$ cat config.mk
export PLATFORM = sky130hd
export DESIGN_NAME = mem_access_stage
export DESIGN_NICKNAME = d
export VERILOG_FILES = /design/src/rtl/mem_pkg.sv /design/src/rtl/mem_wb_reg.sv /design/src/rtl/mem_access_stage.sv
export SDC_FILE = /design/constraint.sdc
export NUM_CORES = 1
export LEC_CHECK = 0
export CORE_ASPECT_RATIO = 1.5
export CORE_MARGIN = 2
export CORE_UTILIZATION = 30
export DETAILED_ROUTE_END_ITERATION = 12
export HOLD_SLACK_MARGIN = 0.05
export PLACE_DENSITY = 0.61
export SYNTH_ARGS = -nofsm -noshare
export SYNTH_HDL_FRONTEND = slang
export SYNTH_SLANG_ARGS = --single-unit
$ cat constraint.sdc
create_clock -name clk -period 2.6 [get_ports clk]
set_input_delay 0.65 -clock clk [delete_from_list [all_inputs] [get_ports clk]]
set_output_delay 0.65 -clock clk [all_outputs]
set_load 0.05 [all_outputs]
$ cat src/rtl/mem_pkg.sv
`default_nettype none
// mem_pkg: shared state encoding, default address base and MEM/WB bubble for the memory-access stage.
// Rev 1.0
package mem_pkg;

  typedef enum logic [1:0] {
    IDLE = 2'd0,
    REQ  = 2'd1,
    DONE = 2'd2
  } mem_state_t;

  localparam int unsigned DEFAULT_ADDR_BASE = 32'd1024;

  typedef struct packed {
    logic        wb_en;
    logic        mem_r_en;
    logic [31:0] alu_res;
    logic [31:0] mem_data;
    logic [3:0]  dest;
  } mem_wb_t;

  localparam mem_wb_t MEM_WB_BUBBLE = '0;

endpackage
`default_nettype wire

$ cat src/rtl/mem_wb_reg.sv
`default_nettype none
// mem_wb_reg: MEM/WB pipeline register with synchronous bubble insertion and async active-low reset.
// Rev 1.0
module mem_wb_reg
  import mem_pkg::*;
(
  input  logic        clk,
  input  logic        rst_n,
  input  logic        bubble_i,
  input  logic        wb_en_i,
  input  logic        mem_r_en_i,
  input  logic [31:0] alu_res_i,
  input  logic [31:0] mem_data_i,
  input  logic [3:0]  dest_i,
  output logic        wb_en_o,
  output logic        mem_r_en_o,
  output logic [31:0] alu_res_o,
  output logic [31:0] mem_data_o,
  output logic [3:0]  dest_o
);

  mem_wb_t wb_d;
  mem_wb_t wb_q;

  always_comb begin
    wb_d = {wb_en_i, mem_r_en_i, alu_res_i, mem_data_i, dest_i};
    if (bubble_i) begin
      wb_d = MEM_WB_BUBBLE;
    end
  end

  always_ff @(posedge clk or negedge rst_n) begin
    if (!rst_n) begin
      wb_q <= MEM_WB_BUBBLE;
    end else begin
      wb_q <= wb_d;
    end
  end

  assign wb_en_o    = wb_q.wb_en;
  assign mem_r_en_o = wb_q.mem_r_en;
  assign alu_res_o  = wb_q.alu_res;
  assign mem_data_o = wb_q.mem_data;
  assign dest_o     = wb_q.dest;

endmodule
`default_nettype wire

$ cat src/rtl/mem_access_stage.sv
`default_nettype none
// mem_access_stage: ARM MEM stage; runs a req/ack data-memory transaction per load/store and
// stalls upstream meanwhile. Optional request watchdog: define MEM_TIMEOUT_EN. Rev 1.0
module mem_access_stage
  import mem_pkg::*;
#(
  parameter int unsigned ADDR_BASE      = DEFAULT_ADDR_BASE,
  parameter int          ADDR_W         = 16,
  parameter int          TIMEOUT_CYCLES = 64
) (
  input  logic              clk,
  input  logic              rst,
  input  logic              WB_ENIn,
  input  logic              MEM_R_ENIn,
  input  logic              MEM_W_ENIn,
  input  logic [31:0]       ALU_ResIn,
  input  logic [31:0]       Val_RmIn,
  input  logic [3:0]        DestIn,
  input  logic              memAckIn,
  input  logic [31:0]       memRDataIn,
  output logic              freezeOut,
  output logic              memReqOut,
  output logic              memWEOut,
  output logic [ADDR_W-1:0] memAddrOut,
  output logic [31:0]       memWDataOut,
  output logic              WB_ENOut,
  output logic              MEM_R_ENOut,
  output logic [31:0]       ALU_ResOut,
  output logic [31:0]       memDataOut,
  output logic [3:0]        DestOut,
  output logic              errOut
);

  mem_state_t        state_q;
  logic              req_q;
  logic              we_q;
  logic [ADDR_W-1:0] addr_q;
  logic [31:0]       wdata_q;
  logic [31:0]       rdata_q;

  logic              mem_op;
  logic              tmo_hit;
  logic [31:0]       wb_data;

  assign mem_op    = MEM_R_ENIn | MEM_W_ENIn;
  assign freezeOut = (state_q == REQ) || ((state_q == IDLE) && mem_op);
  // Only the DONE cycle forwards captured data; plain ALU ops write back zero.
  assign wb_data   = (state_q == DONE) ? rdata_q : 32'd0;

  always_ff @(posedge clk or negedge rst) begin
    if (!rst) begin
      state_q <= IDLE;
      req_q   <= 1'b0;
      we_q    <= 1'b0;
      addr_q  <= '0;
      wdata_q <= '0;
      rdata_q <= '0;
    end else begin
      case (state_q)
        IDLE: begin
          if (mem_op) begin
            addr_q  <= ADDR_W'((ALU_ResIn - ADDR_BASE) >> 2);
            wdata_q <= Val_RmIn;
            we_q    <= MEM_W_ENIn;
            req_q   <= 1'b1;
            state_q <= REQ;
          end
        end
        REQ: begin
          if (memAckIn) begin
            rdata_q <= we_q ? 32'd0 : memRDataIn;
            req_q   <= 1'b0;
            we_q    <= 1'b0;
            state_q <= DONE;
          end else if (tmo_hit) begin
            rdata_q <= 32'd0;
            req_q   <= 1'b0;
            we_q    <= 1'b0;
            state_q <= DONE;
          end
        end
        DONE: begin
          state_q <= IDLE;
        end
        default: begin
          state_q <= IDLE;
        end
      endcase
    end
  end

`ifdef MEM_TIMEOUT_EN
  localparam int CNT_W = $clog2(TIMEOUT_CYCLES + 1);

  logic [CNT_W-1:0] tmo_cnt_q;
  logic             err_q;

  // Counter value equals the number of completed REQ cycles, so the last allowed one hits here.
  assign tmo_hit = (tmo_cnt_q == CNT_W'(TIMEOUT_CYCLES - 1));

  always_ff @(posedge clk or negedge rst) begin
    if (!rst) begin
      tmo_cnt_q <= '0;
      err_q     <= 1'b0;
    end else if (state_q == IDLE) begin
      tmo_cnt_q <= '0;
    end else if (state_q == REQ) begin
      tmo_cnt_q <= tmo_cnt_q + CNT_W'(1);
      if (!memAckIn && tmo_hit) begin
        err_q <= 1'b1;
      end
    end
  end

  assign errOut = err_q;
`else
  assign tmo_hit = 1'b0;
  // Without the watchdog the flag can never assert.
  assign errOut  = (TIMEOUT_CYCLES < 0);
`endif

  assign memReqOut   = req_q;
  assign memWEOut    = we_q;
  assign memAddrOut  = addr_q;
  assign memWDataOut = wdata_q;

  mem_wb_reg u_mem_wb_reg (
    .clk        (clk),
    .rst_n      (rst),
    .bubble_i   (freezeOut),
    .wb_en_i    (WB_ENIn),
    .mem_r_en_i (MEM_R_ENIn),
    .alu_res_i  (ALU_ResIn),
    .mem_data_i (wb_data),
    .dest_i     (DestIn),
    .wb_en_o    (WB_ENOut),
    .mem_r_en_o (MEM_R_ENOut),
    .alu_res_o  (ALU_ResOut),
    .mem_data_o (memDataOut),
    .dest_o     (DestOut)
  );

endmodule
`default_nettype wire

# ---- Yosys cells after proc, flatten, opt, wreduce, memory -nomap -nowiden
# Cells that the tools add are included.
dict set report op_classes {
  div 0
  n_eq_ne 4
  multipliers 0
  n_shift 0
  reduce_logical 8
  n_mux 11
  magnitude_cmp 0
  n_bitwise 1
  n_addsub 1
}
# op count
set ops {}
lappend ops {{two-way mux 70 bit} 1}
lappend ops {{two-way mux 32 bit} 2}
lappend ops {{subtractor 18 x 11 -> 18 bit, second input constant} 1}
lappend ops {{AND reduction 2 bit} 3}
lappend ops {{two-way mux 2 bit} 2}
lappend ops {{!= test 2 bit, second input constant} 2}
lappend ops {{one-hot mux 1 bit (2 select lines)} 2}
lappend ops {{one-hot mux 2 bit (2 select lines)} 1}
lappend ops {{two-way mux 1 bit} 3}
lappend ops {{AND reduction 3 bit} 1}
lappend ops {{equality test 2 x 1 -> 1 bit, second input constant} 1}
lappend ops {{equality test 2 bit, second input constant} 1}
lappend ops {{zero test 2 bit} 1}
lappend ops {{nonzero test 2 bit} 1}
lappend ops {{logical AND 1 bit} 1}
lappend ops {{logical OR 1 bit} 1}
lappend ops {{OR 1 bit} 1}
dict set report word_totals {
  in_bits 106
  register_bits 154
  mem_count 0
  output_inout_bits 122
  latch_bits 0
  romBits 0
  mem_bits_rw 0
}

# ---- Longest topological paths before layout
dict set report depth {
  word_depth 4
  ltp_mapped 6
  ltp_nobuf 5
}

# ---- Cells and area by module
# A second synthesis with hierarchy kept.
dict set report unflattened {
  hier_cells 466
  hier_area_um2 6013.3
}
# module cells_each seq_area_each_um2 area_per_inst_um2 instances
set by_module_without_submodules {}
lappend by_module_without_submodules {mem_access_stage 319 2102.0 3788.6 1}
lappend by_module_without_submodules {mem_wb_reg 147 1751.7 2224.6 1}

# ---- Worst setup path after synthesis
# No wires, ideal clock.
dict set report synth_path {
  path_kind {input-to-output}
  from {in MEM_W_ENIn}
  to {out freezeOut}
  t_arrival_ns 1.436
  stages 4
  path_slack_ns 0.514
  path_cell_list {nor3_1 > nor2_1 > clkbuf_1 > buf_2}
}
dict set report synth_between {
  elab_chain_cells 3
}
# item line_no
set synth_rtl {}
lappend synth_rtl {{from (decl)} mem_access_stage.sv:15} ;# input logic MEM_W_ENIn,
lappend synth_rtl {{OR 1 bit} mem_access_stage.sv:45} ;# assign mem_op = MEM_R_ENIn | MEM_W_ENIn;
lappend synth_rtl {{logical AND 1 bit} mem_access_stage.sv:46} ;# assign freezeOut = (state_q == REQ) || ((state_q == IDLE) && mem_op);
lappend synth_rtl {{logical OR 1 bit} mem_access_stage.sv:46}
lappend synth_rtl {{to (decl)} mem_access_stage.sv:21} ;# output logic freezeOut,
# Every way passes these cells.

# ---- Final worst setup path
dict set report layout_path {
  from {reg wdata_q[27] (netlist: memWDataOut[27])}
  to {out memWDataOut[27]}
}
# item line_no
set layout_lines {}
lappend layout_lines {{from (decl)} mem_access_stage.sv:38} ;# logic [31:0] wdata_q;
lappend layout_lines {{from (signal assigned)} mem_access_stage.sv:63} ;# wdata_q <= Val_RmIn;
lappend layout_lines {{to (decl)} mem_access_stage.sv:25} ;# output logic [31:0] memWDataOut,
# No word-level cell between the ends.

==> metrics.txt <==
share of the synthesized area in the top cell type=between 60% and 70%; core area=18,600 um^2; Mapped Nets=538; Detailed Route Iter0 Violations=~120; Worst-Margin Slew=around 0.6 ns; Max VDD drop=a little under 0.0008 V; drt total wl=about 14 mm; Sink Count=between 150 and 200; Buf/Inv on CP=1; Async SR Flop Fraction=between 90% and 100%; slowest library cell on the worst path=clkdlybuf4s50_1; headroom to the max-slew limit=60.0%; Power Dens Cells=1250 nW/um^2; Peak Freq=~0.44 GHz; Switch Pwr=4.59 mW; GRT Overall Usage=~15%; total congestion overflow=0; # rows=61; clock network fraction of total power=22.3%; Bufs on Longest Clock Path=2; RSZ-0062 raised after global routing=false; fill cell count=~1,800; root buffer selected by CTS=clkbuf_16; Comb pwr share=between 40% and 50%; Register-to-Register Path Depth=4; Final WS setup=0.316 ns; Tmin final=between 2 and 2.5 ns; P_leak=approximately 4 nW; Post-CTS Setup Bufs=0; Max H-tree Level=4; startpoint types=flop; vias in the first global route=between 4,000 and 5,000; Worst path depth=1; CP Data Arrival Time=1.63 ns; TritonRoute pass-1 iters=4; Die Wd=approximately 120 um; port bufs=226; Worst EP required=between 1.5 and 2 ns; Worst path top cell family by delay=buffers and inverters; Hold/Removal Path Class=in -> async; Final Slew Violations=0; Setup violations, final=0; final clock skew=roughly 0.0061 ns; Int Power=between 6 and 7 mW; Net Sw Frac=41.2%; syn_area_per_cell=roughly 13 um^2; Final HPWL DP=roughly 11 mm; die area=roughly 20,000 um^2; Critical Path Max Stage Delay=between 0.8 and 0.9 ns; pre-CTS WS=between 0.15 and 0.2 ns; Crit Path Class=reg -> out; Synth area leaders=dfrtp_1 (68%), mux2_4 (3.9%), nor2b_1 (3.9%); DRT antenna net count=0; Ant. Diodes=0; Final period util=87.9%; DR vias/cell=4.21; Ports=between 200 and 250; status=finished, final reports clean; post-CTS resize count=0; Layout area overhead=55.9%; Setup crit end kind=output pin; hold_buf cts=0; Final Hold Viols=0; routed via count=~4,000; initial core utilization=roughly 31%; Post-synth EDFFs=0; DRC=0; first-pass GRT wire length=roughly 23 mm; initial antenna violation count=0; Synth Flop Type=dfrtp_1; total CTS buffers=17; post-synthesis sequential area ratio=roughly two thirds; Die Y=approximately 170 um; setup TNS=0 ns; Yosys cell types=38; clock latency on the worst-skew pair=between 0.4 and 0.5 ns; CP cell instances=clkdlybuf4s50_1; pin count of the biggest net entering global routing=between 50 and 60; Synth area leader=dfrtp_1; count leader, synth=dfrtp_1; fraction of layout cells with a size suffix above 1=11.2%; Synth top cells by count=dfrtp_1 (154), nor2b_1 (36), nand2_1 (35); Final #Nets=between 700 and 800; CTS tree=yes; flop2flop setup slack=0.88 ns; Sequential Power Share=about a third; clock-pin slew on the worst setup and hold paths=0.06 ns; synth warn=0; Gate Count Post-Synth=~430; placer congestion estimate=between 0.8 and 0.9; worst-path maximum fanout=2; Cell Area, Synth=5700 um^2; register bit total from synthesis=154; detailed-route wire length per cell=roughly 15 um; Max Cap Violations=0
[cells in the final DEF, fill, tap and decap left out, types with 2 or more instances in the layout]
cell	count
buf_4	9
nor2b_1	35
o21ai_0	32
inv_6	5
nand2_1	35
clkinvlp_4	2
clkdlybuf4s50_1	223
mux2_4	15
mux2_2	9
a21oi_1	6
a31oi_1	4
o21ai_1	2
and2_1	34
bufinv_16	2
mux2_1	18
nor2_1	3
inv_1	4
nor2_2	2
nand2b_1	34
clkinv_4	3
buf_12	4
dfrtp_1	154
xnor2_1	2
clkbuf_16	17
[metal layers]
layer	track usage, %	wire [um]
met3	4.63	970
met2	27.1	7830
met1	15.3	5050
met4	6.52	373
met5	0	0
[registers in the layout (all words and copies together) (netlist names)]
name                     flops
memAddrOut                  16
memReqOut                    1
memWDataOut                 32
memWEOut                     1
rdata_q                     32
state_q                      2
u_mem_wb_reg.alu_res_o      32
u_mem_wb_reg.dest_o          4
u_mem_wb_reg.mem_data_o     32
u_mem_wb_reg.mem_r_en_o      1
u_mem_wb_reg.wb_en_o         1
[cell type report]
| class | count | area [um^2] | area share [%] |
|---|---|---|---|
| inverter | 4 | 15.0 | 0.169 |
| sequential | 154 | 3850 | 43.3 |
| clock inverter | 13 | 156 | 1.76 |
| tap | 252 | 315 | 3.55 |
| timing repair buffer | 237 | 2390 | 26.9 |
| clock buffer | 19 | 443 | 4.98 |
| multi-input combinational | 249 | 1720 | 19.3 |
[worst paths after layout]
check                                startpoint                         end
worst min-delay path                        rst              memWDataOut[6]
worst max-delay path            memWDataOut[27]             memWDataOut[27]
max in group asynchronous                   rst  u_mem_wb_reg.mem_data_o[3]
min in group clk                    rdata_q[25]                 rdata_q[25]
worst min register to register      rdata_q[25]                 rdata_q[25]
worst max register to register       state_q[1]              memWDataOut[2]
[kinds of logic (layout without fill, tap and decap cells)]
family                   count (synthesis)  in the layout  synth area share [%]
AO/OA/AOI/OAI                           47             47                  4.39
XOR/XNOR                                 2              2                 0.307
adder cells (fa/ha/maj)                  1              1                 0.219
buffers and inverters                   28            273                  2.41
flip-flops                             154            154                  67.6
multiplexers                            43             43                  9.46
other                                    1              1                0.0658
AND/OR/NAND/NOR                        155            155                  15.6
[through the flow]
stage | area (um^2) | util [%] | hold WS (ns) | total power [mW] | std cells
floorplan | 5700 | - | 0.354 | 6.91 | 431
global placement | 8290 | 44.5 | 0.455 | 8.68 | 896
detailed placement | 8290 | 44.5 | 0.462 | 8.78 | 896
CTS | 8890 | 47.7 | 0.192 | 11.3 | 928
global route | 8890 | 47.7 | 0.218 | 11.7 | 928
finish | 8890 | 47.7 | 0.185 | 11.2 | 928
[power groups by stage]
stage          registers (mW)  clock network [mW]  logic [mW]
2_1_floorplan            5.59                   0        1.32
3_3_place_gp             3.61                   0        5.07
4_1_cts                  3.61                2.56        5.15
6_report                 3.60                2.48        5.07
3_5_place_dp             3.64                   0        5.14
5_1_grt                  3.71                2.66        5.37
(Power assumes the default switching activity.)
==> RTL change, RTL diff (config.mk and constraints unchanged) <==
`ADDR_W`: 16 -> 18.
--- a/src/rtl/mem_access_stage.sv
+++ b/src/rtl/mem_access_stage.sv
@@ -5,7 +5,7 @@
   import mem_pkg::*;
 #(
   parameter int unsigned ADDR_BASE      = DEFAULT_ADDR_BASE,
-  parameter int          ADDR_W         = 16,
+  parameter int          ADDR_W         = 18,
   parameter int          TIMEOUT_CYCLES = 64
 ) (
   input  logic              clk,
Interface: changed (resized memAddrOut); port bits go from 228 to 230. The function was not compared with the original's and may differ.
==> RTL change against the original RTL <==
Final area up 0.66%; total power about the same; first-iteration DRC count up 76%; setup slack better by 14 ps; critical path type unchanged; clock skew up 5.0 ps; register-to-register slack worse by 100 ps; hold slack worse by 25 ps; synthesized area up 0.57%; via count up 3.4%; sequential power up 1%; cell count up 1.5%; maximum frequency up 0.61%; routed wire length up 4.5%; sequential cell count up 2.
==> RTL change: results (changes against the original RTL) <==
| Metric | Value |
|---|---|
| Largest net degree at the start of global routing | `68 (+28%)` |
| Drt total wl | `14900 um (+4.5%)` |
| Layout cells sized above 1 | `7.55% (-3.7 points)` |
| Clk_lat worst skew | `about 410 ps` |
| Vias/cell | `4.29 (+1.8%)` |
| Post-Synth XOR/XNOR Area | `0.153% (-0.15 points)` |
| Worst slack at placement | `39.0 ps (-131 ps)` |
| R2r setup slk | `780 ps (-100 ps)` |
| H-tree depth | `4 (unchanged)` |
| Leading post-synthesis cells by cell area | `dfrtp_1 68%, mux2_1 8.2%, nor2b_1 3.9%, and2_1 3.8%, nand2b_1 3.7%` |
| Seq/Total Area, Yosys | `68.1% (+0.49 points)` |
| Multiplexer area fraction after synthesis | `8.42% (-1.0 points)` |
| Synth Area in Adders | `0.218% (-0.0012 points)` |
| First-pass GRT wire length | `23400 um (+2.1%)` |
| Port Buffers | `228 (+0.88%)` |
| Tot GR Track Use | `15.3% (+0.36 points)` |
| FMAX | `440 MHz (+0.61%)` |
| Worst VDD drop | `0.000602 V (-22%)` |
| Compound-gate portion of the synthesized area | `4.97% (+0.59 points)` |
| Worst slew pin tran | `1080 ps (+478 ps)` |
| Post-synth ARST share | `100% (unchanged)` |
| Vias in the first global route | `4350 (-1.1%)` |
| Crit-path max cell delay | `830 ps (-30 ps)` |
| Fill cells | `1734 (-2.3%)` |
| CP top delay family | `buffers and inverters` |
| Syn Nets | `552 (+2.6%)` |
| Initial antenna violation count | `1 (+1)` |
| Largest fanout on the critical path | `2 (unchanged)` |
| Initial DRC Count | `213 (+76%)` |
| Worst EP arrival | `approximately 1600 ps` |
| Leak Pwr | `3.86 nW (-0.66%)` |
| Status | `complete, no violations` |
| Layout net count | `783 (+1.7%)` |
| Placed inst area | `0.00835 mm^2 (+0.71%)` |
| Setup Skew | `11.2 ps (+5.03 ps)` |
| Gpl congestion | `0.775 (-3.6%)` |
| DPL Wire Length | `11100 um (+3.7%)` |
| Commonest cells in the netlist | `156 x dfrtp_1, 42 x mux2_1, 36 x nor2b_1` |
| Synth cell types | `32 (-16%)` |
RTL change: path summary, 6_finish.rpt:
kind	startpoint	to	cells past startpoint
worst min register to register	rdata_q[22]$_DFFE_PN0P_	u_mem_wb_reg.mem_data_o[22]$_DFF_PN0_	1
worst min-delay path	rst	u_mem_wb_reg.alu_res_o[31]$_DFF_PN0_	1
max in group asynchronous	rst	memWDataOut[2]$_DFFE_PN0P_	2
min in group clk	rdata_q[22]$_DFFE_PN0P_	u_mem_wb_reg.mem_data_o[22]$_DFF_PN0_	1
worst max register to register	state_q[1]$_DFFE_PN0P_	memWDataOut[2]$_DFFE_PN0P_	3
worst max-delay path	memAddrOut[15]$_DFFE_PN0P_	memAddrOut[15]	1
RTL change: layer usage:
metal  global-route usage [%]  vias to the layer above  part of all wire, %
li1                         -                     1928                    -
met1                     17.0                     1950                   38
met2                     26.5                      135                   55
met3                     3.64                       28                  4.6
met4                     7.75                        0                  3.0
met5                        0                        -                    0
RTL change: final cells by class:
cell class	instances	share of cell area [%]
inverter	4	0.168
tap	252	3.52
multi-input combinational	259	19.1
clock inverter	14	1.76
sequential	156	43.6
antenna	1	0.0280
clock buffer	18	4.91
timing repair buffer	238	26.9
RTL change: stage by stage:
| stage | total power [mW] | util [%] | hold slack, ps | instances |
|---|---|---|---|---|
| 3_5_place_dp | 8.81 | 44.8 | 460 | 909 |
| 6_report | 11.2 | 48.1 | 160 | 942 |
| 3_3_place_gp | 8.69 | 44.8 | 459 | 909 |
| 4_1_cts | 11.3 | 48.0 | 155 | 941 |
| 2_1_floorplan | 6.88 | - | 354 | 445 |
| 5_1_grt | 11.7 | 48.1 | 169 | 942 |
RTL change: power breakdown:
part	internal [mW]	switching, mW
clock network	1.46	1.01
registers	3.26	0.379
logic	1.78	3.27
